==> config.mk <==
export PLATFORM = sky130hd
export DESIGN_NAME = dmem_arb6
export DESIGN_NICKNAME = d
export VERILOG_FILES = /design/src/rtl/dmem_arb6.sv
export SDC_FILE = /design/constraint.sdc
export NUM_CORES = 1
export LEC_CHECK = 0
export BUFFER_PORTS_ARGS = -buffer_cell sky130_fd_sc_hd__buf_2
export CORE_MARGIN = 3
export CORE_UTILIZATION = 60
export CTS_BUF_LIST = sky130_fd_sc_hd__clkbuf_8
export CTS_CLUSTER_SIZE = 14
export DETAILED_ROUTE_END_ITERATION = 16
export GPL_ROUTABILITY_DRIVEN = 0
export GPL_TIMING_DRIVEN = 0
export MAX_ROUTING_LAYER = met4
export PLACE_DENSITY_LB_ADDON = 0.25
export REMOVE_ABC_BUFFERS = 1
export SYNTH_ARGS = -nofsm -noshare
export SYNTH_HDL_FRONTEND = slang
export SYNTH_SLANG_ARGS = --single-unit
==> constraint.sdc <==
create_clock -name clk -period 3.1 [get_ports clk]
set_input_delay 0.31 -clock clk [delete_from_list [all_inputs] [get_ports clk]]
set_output_delay 0.31 -clock clk [all_outputs]
set_load 0.05 [all_outputs]
==> src/rtl/dmem_arb6.sv <==
// dmem_arb6: shared 8 x 6-bit data memory for the 6-bit CPU.
// One access per cycle between the CPU execute stage and a host/debug port.
// Conflicts are resolved round-robin, with an optional bounded host lock.
module dmem_arb6 #(
  parameter int DW         = 6,
  parameter int AW         = 3,
  parameter int LOCK_MAX   = 4,
  parameter int CLR_ON_RST = 1
) (
  input  logic          clk,
  input  logic          rst,
  input  logic          cpu_req,
  input  logic          cpu_we,
  input  logic [AW-1:0] cpu_addr,
  input  logic [DW-1:0] cpu_wdata,
  output logic          cpu_gnt,
  output logic          cpu_rvalid,
  output logic [DW-1:0] cpu_rdata,
  input  logic          host_req,
  input  logic          host_we,
  input  logic [AW-1:0] host_addr,
  input  logic [DW-1:0] host_wdata,
  output logic          host_gnt,
  output logic          host_rvalid,
  output logic [DW-1:0] host_rdata,
  input  logic          host_lock,
  output logic [7:0]    conflict_cnt
);

  localparam int DEPTH = 2 ** AW;
  localparam int LW    = $clog2(LOCK_MAX + 1);

  typedef enum logic {WIN_CPU = 1'b0, WIN_HOST = 1'b1} win_t;

  win_t          r_last_win;
  logic [LW-1:0] r_lock_cnt;
  logic          r_host_lock_q;
  logic [DW-1:0] r_mem [DEPTH];
  logic          r_cpu_vld_p1;
  logic [DW-1:0] r_cpu_rdata_p1;
  logic          r_host_vld_p1;
  logic [DW-1:0] r_host_rdata_p1;
  logic [7:0]    r_conflict_cnt;

  logic w_cpu_gnt;
  logic w_host_gnt;
  logic w_lock_act;
  logic w_conflict;

  // Saturating 8-bit increment for the conflict counter.
  function automatic logic [7:0] sat_inc8(input logic [7:0] v);
    return (v == 8'hFF) ? v : v + 8'd1;
  endfunction

  assign w_conflict = cpu_req && host_req;
  assign w_lock_act = r_host_lock_q && (r_lock_cnt < LW'(LOCK_MAX));

  // Grant selection: single requester wins; on conflict lock first, then round-robin.
  always_comb begin
    w_cpu_gnt  = 1'b0;
    w_host_gnt = 1'b0;
    if (!rst) begin
      if (w_conflict) begin
        if (w_lock_act)                   w_host_gnt = 1'b1;
        else if (r_last_win == WIN_HOST)  w_cpu_gnt  = 1'b1;
        else                              w_host_gnt = 1'b1;
      end else if (cpu_req) begin
        w_cpu_gnt = 1'b1;
      end else if (host_req) begin
        w_host_gnt = 1'b1;
      end
    end
  end

  // Arbitration state: last winner, host lock request and locked-win count.
  always_ff @(posedge clk) begin
    if (rst) begin
      r_last_win    <= WIN_HOST;
      r_lock_cnt    <= '0;
      r_host_lock_q <= 1'b0;
    end else if (w_cpu_gnt) begin
      r_last_win <= WIN_CPU;
      r_lock_cnt <= '0;
    end else if (w_host_gnt) begin
      r_last_win    <= WIN_HOST;
      r_host_lock_q <= host_lock;
      if (!host_lock)
        r_lock_cnt <= '0;
      else if (w_lock_act && cpu_req)
        r_lock_cnt <= r_lock_cnt + LW'(1);
    end
  end

  // Memory array: at most one granted write per cycle; optional clear on reset.
  always_ff @(posedge clk) begin
    if (rst) begin
      if (CLR_ON_RST != 0) begin
        for (int i = 0; i < DEPTH; i++) r_mem[i] <= '0;
      end
    end else if (w_cpu_gnt && cpu_we) begin
      r_mem[cpu_addr] <= cpu_wdata;
    end else if (w_host_gnt && host_we) begin
      r_mem[host_addr] <= host_wdata;
    end
  end

  // Read return stage p1: data registered one cycle after the granted read.
  always_ff @(posedge clk) begin
    if (rst) begin
      r_cpu_vld_p1    <= 1'b0;
      r_cpu_rdata_p1  <= '0;
      r_host_vld_p1   <= 1'b0;
      r_host_rdata_p1 <= '0;
    end else begin
      r_cpu_vld_p1  <= w_cpu_gnt && !cpu_we;
      r_host_vld_p1 <= w_host_gnt && !host_we;
      if (w_cpu_gnt && !cpu_we)   r_cpu_rdata_p1  <= r_mem[cpu_addr];
      if (w_host_gnt && !host_we) r_host_rdata_p1 <= r_mem[host_addr];
    end
  end

  // Count cycles in which both ports request, saturating at 255.
  always_ff @(posedge clk) begin
    if (rst)             r_conflict_cnt <= 8'd0;
    else if (w_conflict) r_conflict_cnt <= sat_inc8(r_conflict_cnt);
  end

  assign cpu_gnt      = w_cpu_gnt;
  assign host_gnt     = w_host_gnt;
  assign cpu_rvalid   = r_cpu_vld_p1;
  assign cpu_rdata    = r_cpu_rdata_p1;
  assign host_rvalid  = r_host_vld_p1;
  assign host_rdata   = r_host_rdata_p1;
  assign conflict_cnt = r_conflict_cnt;

endmodule

### Yosys cells after proc, flatten, opt, wreduce, memory -nomap -nowiden

Memory sizes are Yosys's and may differ from the RTL's. A register that Yosys moved wholly into a read port is not among the register bits.
Cells that the tools add are included.

| word-level totals | value |
|---|---|
| bits in registers | 15 |
| bits in writable memories | 48 |
| input port bits | 25 |
| output and inout port bits | 24 |
| word-level logic and storage cells | 60 |
| memories | 1 |

Memories:

| name | words | bits a word | rd ports | clocked after memory_dff | wr ports | RTL line | text |
|---|---|---|---|---|---|---|---|
| r_mem | 8 | 6 | 2 | 2 | 8 | 38 | `logic [DW-1:0] r_mem [DEPTH];` |

| operators by class | value |
|---|---|
| add/sub/neg operators | 2 |
| magnitude comparators | 1 |
| eq/ne operators | 2 |
| mux-type cells | 30 |
| bitwise operators | 2 |
| reduce and logical (&&, ||, !) cells | 16 |

Operators by type and width:

| kind | number |
|---|---|
| two-way mux 1 bit | 24 |
| two-way mux 3 bit | 4 |
| two-way mux 6 bit | 2 |
| OR reduction 6 bit | 2 |
| adder 8 x 1 -> 8 bit, second input constant | 1 |
| == test 8 bit, second input constant | 1 |
| logical AND 1 bit | 7 |
| AND reduction 2 bit | 3 |
| adder 3 x 1 -> 3 bit, second input constant | 1 |
| less-than comparator 3 bit, second input constant | 1 |
| zero test 1 bit | 2 |
| inequality test 2 x 1 -> 1 bit, second input constant | 1 |
| NOT 1 bit | 2 |
| nonzero test 2 bit | 1 |
| OR reduction 2 bit | 1 |

### Longest topological paths before layout

Gate-level depths: netlist of the first run.

| logic depth | value |
|---|---|
| depth after elaboration | 12 |
| gate-level depth with buffers | 6 |
| mapped depth without buffers | 5 |

### Worst setup path after synthesis of the first run

Ideal clock, no wire load.

| path | value |
|---|---|
| kind | flip-flop to flip-flop |
| start point | reg r_lock_cnt[2] |
| end point | mem r_mem[2][0] (enable) |
| setup time | 0.328 ns |
| arrival | 2.121 ns |
| path slack | 0.652 ns |
| stages on the path, launching flop included | 5 |
| cell sequence | dfxtp_1 -> nand2b_1 -> a21oi_1 -> nand3_1 -> nand3b_1 |

RTL lines:

| item | RTL line | text |
|---|---|---|
| start, declared | 36 | `logic [LW-1:0] r_lock_cnt;` |
| start signal, assigned | 90 | `r_lock_cnt <= r_lock_cnt + LW'(1);` |
| end, declared | 38 |  |

==> impl_results.md, run 1 <==
- Post-DP HPWL: 6.069 mm
- Inserted Diodes: 0
- Clock latency on the worst-skew pair: 0.34 ns
- P_leak: 0.001672 uW
- CTS tree: built
- Routed len/inst: 19.69 um
- Worst-margin pin slew: ~0.67 ns
- Die X: just under 90 um
- Core area: 6386 um2
- Largest area contributor in the netlist: edfxtp_1
- Final Hold Fails: 0
- Post-synth top area share: 0.3625
- # IOs: 49
- Hold path start: host_lock
- Area occupied by multi-input gates: 1876 um2
- Hold Slack: ~0.27 ns
- Final number of setup-violating endpoints: 0
- Final non-filler cell area: between 4000 and 5000 um2
- Fillers: 486
- DIE HEIGHT: around 90 um
- # Post-CTS Setup Buffers: 0
- Tmin final: about 2.3 ns
- Initial Utilization: 0.6226
- Maxcap violations: 0
- Crit path buf inv count: 1
- PwrDens: 467.0 nW/um2
- DIE AREA: 7640 um2
- DR iter-0 viols: 309
- Vias per cell: 6.498
- Routed Antenna Nets: 0
- Worst ir drop on vdd: 0.0003240 V
- Worst Setup SP: rst
- Final worst slack: 0.8434 ns
- Ys Warns: 0
- H-tree depth: 3
- Final Net Count: 387
- Core Util, Final: 0.6844
- CP Capture Type: register
- Synth unique cells: 39
- Overflow after GRT: 0
- Initial antenna violation count: 0
- CTS sink cnt: 75
- CP top delay family: compound AO/OA/AOI/OAI gates
- Cells after Synth: 318
- Max frequency: about 440 MHz
- Clk buf depth: 2
- CTS Root Cell: clkbuf_8
- Worst EP arrival: 2.33 ns
- Post-DP Area: between 4000 and 5000 um2
- Synth top cells by count: 53 x a21oi_1, 48 x edfxtp_1, 27 x dfxtp_1, 24 x mux4_2, 21 x mux2i_1
- Post-CTS resize count: 0
- Post-synth EDFFs: 48
- CP required: 3.18 ns
- Port buffer count: 48
- Main flop type after synthesis: edfxtp_1
- Dpl ws: 0.4921 ns
- Final clock period utilization by the worst path: 0.7279
- Cell Rows: 29
- Worst path cell trace: buf_2 -> nand2b_1 -> a211o_1 -> mux2i_4 -> a21oi_1
- Slowest cell on crit path: a211o_1
- Slew margin rel.: 0.5527
- Final TNS setup: 0 ns
- CP max stage delay: around 0.55 ns
- CP Class: in -> reg
- Status: finished clean
- Num CTS Buffers: 9
- Synthesis-stage register bit count: 75
- Unrepaired setup endpoints after global routing: false
- First-pass GRT wire length: 14.09 mm
- Top-count cell post-synth: a21oi_1
- Fraction of registers with async set/reset: 0
- Clock skew: 0.007707 ns
- HP Class: in -> reg
- Synth Cell Area: 3976 um2
- WL final: between 8 and 9 mm
- Register area share after synthesis: 0.4984
- Top cells by area, synth: edfxtp_1 36%, dfxtp_1 14%, mux4_2 14%, a21oi_1 6.7%, mux2i_1 5.3%
- Worst-path fanout max: 42
- Syn_area_per_cell: ~13 um2
- Share of layout cells above drive strength 1: 0.2658
- Vias in the first global route: approximately 2800
- Sequential Area: 1982 um2
- DRC viols: 0
- Fin. max-slew vios: 0
- FF-to-FF Start: r_lock_cnt[2]$_SDFFE_PP0P_
- CTS Hold Bufs: 0
- Total track usage: 0.2563
- Area grow syn2layout: 9.912%
- Via count: 2872
- Largest net degree at the start of global routing: between 40 and 50
- Crit start category: primary input
- DRT Pass-1 Iters: 6
- CTS clk-pin slew, worst paths: 0.07 ns
final cells by class:
type / count / share of cell area
Tap cell: 77 / 0.02204
Clock inverter: 7 / 0.006871
Sequential cell: 75 / 0.4535
Clock buffer: 9 / 0.02834
Multi-Input combinational cell: 220 / 0.4291
Timing Repair Buffer: 48 / 0.05497
Inverter: 6 / 0.005153
routing by layer:
metal | share of wire | GRT usage | vias up
li1 | - | - | 1310
met1 | 0.40 | 0.3722 | 1375
met2 | 0.47 | 0.3651 | 169
met3 | 0.11 | 0.03311 | 18
met4 | 0.025 | 0.1074 | 0
met5 | 0 | - | -
per-stage QoR:
step / instances / power [uW]
final: 442 / 2041
after global routing: 442 / 2120
after CTS: 442 / 2050
after detailed placement: 426 / 1449
after global placement: 426 / 1439
after floorplan: 301 / 1338
worst register-to-register path, stage by stage, from the launching register on:
cell,delay (ns)
dfxtp_1,0.33
nand2b_1,0.22
a211oi_1,0.52
nand2_1,0.33
nand3b_1,0.41
cell usage in the layout, fill, tap and decap left out, drive strengths merged, types with 2 or more instances in the layout:
cell    instances
a21oi          53
buf            48
edfxtp         48
dfxtp          27
mux2i          27
mux4           24
nor2           16
nand3b         16
nand3          16
nand2b         11
nand2          11
inv            10
clkbuf          9
o21ai           8
nor3            6
xnor2           5
a211oi          4
nor2b           3
clkinv          3
and2            3
and3            2
nor4            2
a211o           2
ha              2
state kept, by name, summed over array words and instances (netlist names):
name,count
conflict_cnt,8
r_mem,48
cpu_rvalid,1
r_last_win,1
cpu_rdata,6
r_host_lock_q,1
r_lock_cnt,3
host_rdata,6
host_rvalid,1
where the power goes:
| part | internal [uW] | switching, uW | leakage [uW] | total [uW] |
|---|---|---|---|---|
| registers | 1110 | 25.9 | 0.000708 | 1130 |
| logic | 114 | 183 | 0.000866 | 297 |
| clock network | 275 | 337 | 0.0000977 | 612 |
| total | 1500 | 546 | 0.00167 | 2040 |
path summary, 6_finish.rpt:
check / cells past startpoint / slack (ns) / end
worst min-delay path: 3 / 0.27 / r_lock_cnt[1]$_SDFFE_PP0P_
worst max register to register: 4 / 0.94 / r_mem[0][5]$_SDFFCE_PN0P_
worst min register to register: 2 / 0.48 / cpu_rdata[5]$_SDFFE_PP0P_
worst max-delay path: 5 / 0.84 / r_mem[0][2]$_SDFFCE_PN0P_
logic make-up (layout without fill, tap and decap cells):
kind of cell	after synthesis	after routing	share of synthesized area
multiplexers	51	51	0.2228
flip-flops	75	75	0.4984
XOR/XNOR	5	5	0.01101
AND/OR/NAND/NOR	90	90	0.1268
adder cells (fa/ha/maj)	2	2	0.006292
AO/OA/AOI/OAI	72	72	0.1048
buffers and inverters	23	70	0.02989
Note: power is estimated with default switching activity, not from simulation.
==> run 2, diff against run 1 <==
Settings changed: CORE_UTILIZATION 60 to 54.
Clock period 3.1 ns to 1.88 ns, I/O delays scaled along.
==> impl_results.md, run 2 (same netlist as run 1, synthesis figures left out) <==
- Clock skew: 0.01122 ns (was 0.007707 ns)
- Initial antenna violation count: 0 (unchanged)
- Core area: 6982 um2 (was 6386 um2)
- Worst-margin pin slew: 0.5626 ns (was 0.6709 ns)
- Clock latency on the worst-skew pair: 0.34 ns (about the same)
- Final non-filler cell area: 4785 um2 (was 4370 um2)
- Most frequent cells in the layout: 52 x a21oi_1, 48 x edfxtp_1, 46 x buf_2 (was 53 x a21oi_1, 48 x buf_2, 48 x edfxtp_1)
- Most common cell after layout, fill and taps aside: a21oi_1 (unchanged)
- CTS Root Cell: clkbuf_8 (unchanged)
- CTS sink cnt: 75 (unchanged)
- DRT Pass-1 Iters: 5 (was 6)
- Worst EP arrival: 1.92 ns (was 2.33 ns)
- Worst path cell trace: nand2b_2 -> a211oi_4 -> nand2_2 -> nand3b_1 -> buf_4 (was buf_2 -> nand2b_1 -> a211o_1 -> mux2i_4 -> a21oi_1)
- R2R Setup Slk: 0.01 ns (was 0.94 ns)
- Unrepaired setup endpoints after global routing: true (was false)
- Final number of setup-violating endpoints: 0 (unchanged)
- H-tree depth: 3 (unchanged)
- Reg2reg end: r_mem[5][1]$_SDFFCE_PN0P_ (was r_mem[0][5]$_SDFFCE_PN0P_)
- CP top delay family: simple AND/OR/NAND/NOR gates (was compound AO/OA/AOI/OAI gates)
- First-pass GRT wire length: 14.90 mm (was 14.09 mm)
- Num CTS Buffers: 9 (unchanged)
- Hold Path Stages: 3 (unchanged)
- Final clock period utilization by the worst path: 0.9927
- Overflow after GRT: 0 (unchanged)
- Core Util, Final: 0.6853 (was 0.6844)
- CP max stage delay: 0.45 ns (was 0.55 ns)
- Crit path buf inv count: 1 (unchanged)
- CP Class: reg -> reg (was in -> reg)
- DR iter-0 viols: 416 (was 309)
- Largest net degree at the start of global routing: 43 (unchanged)
- Port buffer count: 48 (unchanged)
- CP required: 1.94 ns (was 3.18 ns)
- CTS tree: built (unchanged)
- CTS clk-pin slew, worst paths: 0.08 ns (was 0.07 ns)
- Total Power: 3896 uW (was 2041 uW)
- Area grow syn2layout: 20.33% (was 9.912%)
- Status: finished clean (unchanged)
- Vias in the first global route: 2860 (was 2780)
- Cell Rows: 30 (was 29)
- Slowest cell on crit path: a211oi_4 (was a211o_1)
- Worst Setup SP: r_lock_cnt[2]$_SDFFE_PP0P_ (was rst)
- PwrDens: 814.3 nW/um2 (was 467.0 nW/um2)
- Die X: 91.81 um (was 87.41 um)
- FF-to-FF Start: r_lock_cnt[2]$_SDFFE_PP0P_ (unchanged)
- Post-DP HPWL: 6.577 mm (was 6.069 mm)
- Final Hold Fails: 0 (unchanged)
- Total track usage: 0.2383 (was 0.2563)
- Via count: 3054 (was 2872)
- DIE AREA: 8429 um2 (was 7640 um2)
- R2R depth: 5 (was 4)
- Hold path start: host_lock (unchanged)
- Tmin final: 1.866 ns
- Final Net Count: 410 (was 387)
- Max frequency: about 540 MHz
- WL final: 9.704 mm (was 8.701 mm)
- Slew margin rel.: 0.6221 (was 0.5527)
- Inserted Diodes: 0 (unchanged)
- Routed len/inst: 20.05 um (was 19.69 um)
- Share of layout cells above drive strength 1: 0.3505 (was 0.2658)
- DRC viols: 0 (unchanged)
- Maxcap violations: 0 (unchanged)
- CTS Hold Bufs: 0 (unchanged)
- # IOs: 49 (unchanged)
- Crit start category: register (was primary input)
- Routed Antenna Nets: 0 (unchanged)
- Initial Utilization: 0.5695 (was 0.6226)
- P_leak: 0.001833 uW (was 0.001672 uW)
- Largest Register: r_mem (unchanged)
- Worst ir drop on vdd: 0.0003854 V (was 0.0003240 V)
- Worst-path fanout max: 7 (was 42)
- Max reg flops: 48 (unchanged)
- CP Capture Type: register (unchanged)
- Vias per cell: 6.310 (was 6.498)
- HP Class: in -> reg (unchanged)
- DIE HEIGHT: 91.81 um (was 87.41 um)
- Clk buf depth: 2 (unchanged)
- Post-DP Area: 4240 um2 (was 4217 um2)
- Hold endpoint: r_host_lock_q$_SDFFE_PP0P_ (was r_lock_cnt[1]$_SDFFE_PP0P_)
- Fin. max-slew vios: 0 (unchanged)
-- run 2: changes by cell type in the layout (fill, tap and decap cells not counted), sizes merged --
cell	change
bufinv	+3
inv	-1
clkinv	-2
buf	+23
-- run 2: layout make-up --
cell class	instances	area, um2
fillers	545	2197
flip-flops and latches	75	1982
multi-input cells	220	1969
repair buffers	71	459.2
clock buffers	9	123.9
well taps	96	120.1
clock inverters	7	107.6
inverters	6	22.52
-- run 2: worst max path at each step --
stage,end,slack (ns),cells past startpoint
after global routing,r_mem[7][1]$_SDFFCE_PN0P_,-0.05,4
final,r_mem[5][1]$_SDFFCE_PN0P_,0.01,5
after global placement,r_mem[5][4]$_SDFFCE_PN0P_,-0.62,5
after detailed placement,r_mem[0][2]$_SDFFCE_PN0P_,-0.66,5
after CTS,r_mem[1][0]$_SDFFCE_PN0P_,0.006,5
after floorplan,r_mem[2][0]$_SDFFCE_PN0P_,-0.57,4
-- run 2: power by group --
| group | total (uW) | switching [uW] | internal, uW | leakage, uW |
|---|---|---|---|---|
| registers | 1870 | 46.0 | 1820 | 0.000708 |
| clock network | 1460 | 586 | 870 | 0.000124 |
| logic | 572 | 333 | 239 | 0.00100 |
| total | 3900 | 965 | 2930 | 0.00183 |
-- run 2: worst min-delay path, delay by kind of cell --
family	cells	cell delay, ns
buffers and inverters	1	0.13
multiplexers	1	0.08
AND/OR/NAND/NOR	1	0.07
-- run 2: through the flow --
step           cells  setup slack [ns]  setup TNS [ns]  hold slack [ns]
5_1_grt          484          -0.04835         -0.9231           0.1796
3_3_place_gp     445           -0.6208          -49.68           0.4612
6_report         484           0.01371               0           0.1621
3_5_place_dp     445           -0.6605          -53.06           0.4650
4_1_cts          471          0.006044               0           0.1513
2_1_floorplan    301           -0.5682          -19.91           0.2571
-- run 2: repair_timing --
item,CTS,global route
buffers inserted,10,13
endpoints found under the setup margin,98,97
pin swaps,8,7
gates resized for setup,8,16
-- run 2: routing by layer --
metal	share of wire	GRT usage	vias to the layer above	wire length (um)
met5	0	-	-	0
met4	0.024	0.09653	0	231
met3	0.093	0.03938	27	907
met2	0.49	0.3688	180	4708
met1	0.40	0.3167	1482	3857
li1	-	-	1365	-
